### src/rtl/operand_serializer.sv
// Feeds a bit-serial adder: latches an operand pair on a valid/ready handshake,
// pulses the adder clear, then streams both operands LSB-first plus PAD zero bits.
module operand_serializer #(
  parameter int W   = 8,
  parameter int PAD = 1
) (
  input  logic         clk,
  input  logic         rst,
  input  logic         in_valid,
  output logic         in_ready,
  input  logic [W-1:0] op_a,
  input  logic [W-1:0] op_b,
  output logic         a,
  output logic         b,
  output logic         adder_clr,
  output logic         bit_valid,
  output logic         busy,
  output logic         done
);

  localparam int N  = W + PAD;
  localparam int CW = $clog2(N + 1);
  localparam logic [CW-1:0] LAST = CW'(N - 1);

  typedef enum logic [1:0] {S_IDLE, S_CLR, S_SHIFT, S_DONE} state_t;

  state_t         r_state, w_state_nx;
  logic [CW-1:0]  r_cnt, w_cnt_nx;
  logic [W-1:0]   r_sr_a, r_sr_b, w_sr_a_nx, w_sr_b_nx;

  logic r_in_ready, r_a, r_b, r_clr, r_bv, r_busy, r_done;
  logic w_in_ready_nx, w_a_nx, w_b_nx, w_clr_nx, w_bv_nx, w_busy_nx, w_done_nx;

  // Outputs are decoded from the next state and registered, so each output
  // describes the state the block is entering on this edge.
  always_comb begin
    // NOTE: every always_comb output gets a default first; any path that
    // leaves one unassigned would otherwise infer a latch.
    w_state_nx    = r_state;
    w_cnt_nx      = r_cnt;
    w_sr_a_nx     = r_sr_a;
    w_sr_b_nx     = r_sr_b;
    w_in_ready_nx = 1'b0;
    w_a_nx        = 1'b0;
    w_b_nx        = 1'b0;
    w_clr_nx      = 1'b0;
    w_bv_nx       = 1'b0;
    w_busy_nx     = 1'b1;
    w_done_nx     = 1'b0;

    unique case (r_state)
      S_IDLE: begin
        if (in_valid && r_in_ready) begin
          w_state_nx = S_CLR;
          w_sr_a_nx  = op_a;
          w_sr_b_nx  = op_b;
          w_clr_nx   = 1'b1;
        end else begin
          w_in_ready_nx = 1'b1;
          w_busy_nx     = 1'b0;
        end
      end
      S_CLR: begin
        w_state_nx = S_SHIFT;
        w_cnt_nx   = '0;
        w_a_nx     = r_sr_a[0];
        w_b_nx     = r_sr_b[0];
        w_sr_a_nx  = r_sr_a >> 1;
        w_sr_b_nx  = r_sr_b >> 1;
        w_bv_nx    = 1'b1;
      end
      S_SHIFT: begin
        if (r_cnt == LAST) begin
          w_state_nx = S_DONE;
          w_done_nx  = 1'b1;
        end else begin
          // Zero fill turns the tail of the stream into the PAD bits.
          w_cnt_nx  = r_cnt + CW'(1);
          w_a_nx    = r_sr_a[0];
          w_b_nx    = r_sr_b[0];
          w_sr_a_nx = r_sr_a >> 1;
          w_sr_b_nx = r_sr_b >> 1;
          w_bv_nx   = 1'b1;
        end
      end
      S_DONE: begin
        w_state_nx    = S_IDLE;
        w_in_ready_nx = 1'b1;
        w_busy_nx     = 1'b0;
      end
      default: begin
        w_state_nx    = S_IDLE;
        w_in_ready_nx = 1'b1;
        w_busy_nx     = 1'b0;
      end
    endcase
  end

  always_ff @(posedge clk) begin
    if (rst) begin
      r_state    <= S_IDLE;
      r_cnt      <= '0;
      r_sr_a     <= '0;
      r_sr_b     <= '0;
      r_in_ready <= 1'b1;
      r_a        <= 1'b0;
      r_b        <= 1'b0;
      r_clr      <= 1'b0;
      r_bv       <= 1'b0;
      r_busy     <= 1'b0;
      r_done     <= 1'b0;
    end else begin
      // NOTE: state registers use non-blocking assignment so every flop
      // samples the pre-edge values regardless of statement order.
      r_state    <= w_state_nx;
      r_cnt      <= w_cnt_nx;
      r_sr_a     <= w_sr_a_nx;
      r_sr_b     <= w_sr_b_nx;
      r_in_ready <= w_in_ready_nx;
      r_a        <= w_a_nx;
      r_b        <= w_b_nx;
      r_clr      <= w_clr_nx;
      r_bv       <= w_bv_nx;
      r_busy     <= w_busy_nx;
      r_done     <= w_done_nx;
    end
  end

  assign in_ready  = r_in_ready;
  assign a         = r_a;
  assign b         = r_b;
  assign adder_clr = r_clr;
  assign bit_valid = r_bv;
  assign busy      = r_busy;
  assign done      = r_done;

endmodule
### config.mk
export PLATFORM = sky130hd
export DESIGN_NAME = operand_serializer
export DESIGN_NICKNAME = d
export VERILOG_FILES = /design/src/rtl/operand_serializer.sv
export SDC_FILE = /design/constraint.sdc
export NUM_CORES = 1
export LEC_CHECK = 0
export BUFFER_PORTS_ARGS = -buffer_cell sky130_fd_sc_hd__buf_2
export CORE_ASPECT_RATIO = 0.5
export CORE_MARGIN = 2
export CORE_UTILIZATION = 40
export CTS_BUF_LIST = sky130_fd_sc_hd__clkbuf_16
export CTS_CLUSTER_SIZE = 25
export DETAILED_ROUTE_END_ITERATION = 8
export MAX_ROUTING_LAYER = met4
export PLACE_DENSITY = 0.64
export SLEW_MARGIN = 20
export SYNTH_ARGS = -nofsm -noshare
export SYNTH_HDL_FRONTEND = slang
export SYNTH_SLANG_ARGS = --single-unit
### constraint.sdc
create_clock -name clk -period 2.5 [get_ports clk]
set_clock_uncertainty 0.05 [all_clocks]
set_input_delay 0.25 -clock clk [delete_from_list [all_inputs] [get_ports clk]]
set_output_delay 0.25 -clock clk [all_outputs]
set_load 0.1 [all_outputs]
==> flow_summary.ini <==
[detailed_routing]
wl_per_cell_um = 12.8
num_vias = 1170
drtAntennaViolNets = 0
first_iter_violations = 21
drc = 0
avgViaCountPerCell = 5.06
firstDrtPassIters = 4
routed_wl_um = 2960

[global_route]
grt_pass1_vias = 1129
grt_max_degree = 22
grt.overflow.total = 0
grt_pass1_wl_um = 4920
track_usage = 0.158
antenna_found_initial = 0

[layout]
syn_to_final_growth_pct = 18.9
post-route-util = 0.508
drive_gt1_frac = 0.344
nNetsFinal = 206
diodes = 0

[sta]
finalSetupTns_ns = 0
rsz0062_at_grt = false
hold_violations = 0
period_needed_ns = 2.02
holdWs_ns = 0.172
final.period_utilization = 0.807
max_freq_ghz = 0.495
tightest_slew_ns = 0.674
drv_slew = 0
setup_viol = 0
slew_headroom = 0.551
setup_ws_ns = 0.481

[worst_setup_path]
crit_type = reg2reg
slowest_stage = or3_1
end_kind = flop
cp-start-kind = flop
cp.arrival_ns = 2.15
reg2reg_depth = 5
cp-endpoint = r_sr_b[2]
critical_path.max_fanout = 14
ff2ff_setup_slack_ns = 0.48
reg2reg_to = r_sr_b[2]
required_ns = 2.63
worstReg2RegStart = r_state[0]
cp_cell_sequence = inv_1, ha_1, and4b_4, or3_1, a211oi_1
cp_slowest_stage_delay_ns = 0.64
crit_start = r_state[0]

[cts]
clk_path_buf_depth = 2
clock-sinks = 29
clk_pin_slew_ns = 0.05
tritoncts = done
root_buffer = clkbuf_16
clkLatencyLatePin_ns = 0.27
cts_resized = 0
postCtsSetupBuffers = 0
numCtsBuffers = 5
postCtsHoldBufs = 0
cts_htree_levels = 2

[die]
fp.dieArea_um2 = 4280
die_w_um = 90.6
start_util = 0.427
coreArea_um2 = 3510
ios = 26
die_y_um = 47.3
row_count = 15

[synthesis]
synth_edf_count = 0
yosysMostFrequentCell = dfxtp_1
synth_seq_area_share = 0.387
synth_nets = 181
synthTopCellsByArea = dfxtp_1, mux2_2, a211oi_2
synth_area_um2 = 1500
avgSynthCellArea_um2 = 9.67
synthTopCellsByCount = dfxtp_1, inv_1, mux2_2, nor4_1, a211oi_2
synth_cell_types = 31
ys_dominant_reg_cell = dfxtp_1
synth_top_area_frac = 0.387
syn_inst = 155
synth-async-reset-ratio = 0
yosys_warnings = 0
synth_top_area_cell = dfxtp_1
synth_seq_cells = 29

[placed_design]
dpl_worst_slack_ns = 0.497
post-dp-hpwl_um = 1960
port-buffer-count = 25
routabilityCongestion = 0.731

[power_and_ir_drop]
pwr_density_cell_nw_per_um2 = 1450
leakagePower_uw = 0.000727
ir_drop_mv = 0.490

[min_path]
hp-class = in2reg

[run_status]
status = finished clean

[flow_run]
drv_cap = 0
==> logic make-up (layout without fill, tap and decap cells) <==
family,after synthesis,in the layout,share of synthesized area
fa+ha+maj,7,7,0.0584
simple gates,44,44,0.173
buf+inv,31,56,0.100
compound gates,27,27,0.156
mux,17,17,0.125
flops,29,29,0.387
==> cell type report <==
class | count | area [um^2]
inverter | 18 | 67.6
timing repair buffer | 31 | 170
clock inverter | 2 | 7.51
tap | 51 | 63.8
multi-input combinational | 95 | 768
fill | 331 | 1730
sequential | 29 | 581
clock buffer | 5 | 125
==> critical path, delay by kind of cell (launching register included) <==
family / cells / cell delay [ns]
AND/OR/NAND/NOR: 2 / 0.84
flip-flops: 1 / 0.37
AO/OA/AOI/OAI: 1 / 0.33
adder cells (fa/ha/maj): 1 / 0.23
buffers and inverters: 1 / 0.11
==> cell usage in the layout (no fill, tap or decap), types with 2 or more instances in the layout <==
master,count
nor2_1,4
mux2i_1,3
buf_4,6
nor3_1,9
a21oi_1,5
a211oi_1,5
nand3_1,2
nor4_1,14
nand2_1,3
ha_1,7
clkbuf_16,5
nor2b_1,2
a211oi_2,10
inv_1,19
o21ai_0,3
mux2_2,14
dfxtp_1,29
nand2b_1,4
buf_2,25
==> worst min-delay path by stage <==
| stage | start | end | slack, ns | depth (start not counted) |
|---|---|---|---|---|
| CTS | op_b[7] | r_sr_b[7] | 0.17 | 3 |
| global route | op_a[7] | r_sr_a[7] | 0.17 | 3 |
| detailed placement | r_sr_b[4] | r_sr_b[4] | 0.39 | 2 |
| finish | op_b[7] | r_sr_b[7] | 0.17 | 3 |
| floorplan | op_a[7] | r_sr_a[7] | 0.34 | 2 |
| global placement | r_sr_b[3] | r_sr_b[3] | 0.39 | 2 |
==> report_power, final <==
| part | total [uW] | internal [uW] | switching, uW |
|---|---|---|---|
| combinational | 1380 | 551 | 829 |
| clock | 540 | 354 | 187 |
| sequential | 673 | 607 | 65.6 |
| total | 2590 | 1510 | 1080 |
==> per-layer routing <==
layer / track usage / routed length [um] / vias up
met5: - / 0 / -
met4: 0.0738 / 40 / 0
met2: 0.276 / 1350 / 20
li1: - / - / 601
met3: 0.0546 / 110 / 4
met1: 0.170 / 1460 / 545
==> state kept, by name, summed over array words and instances, names as in the netlist <==
register   count
b              1
bit_valid      1
r_state        2
adder_clr      1
r_sr_b         8
in_ready       1
r_cnt          4
a              1
r_sr_a         8
busy           1
done           1
==> metrics by stage <==
step                area (um^2)  std cells  power (uW)
finish                     1780        231        2590
global route               1780        231        2760
CTS                        1780        231        2610
detailed placement         1650        224        2060
global placement           1650        224        2040
floorplan                  1500        155        1900
No activity file was read; power rests on OpenSTA's default activity.
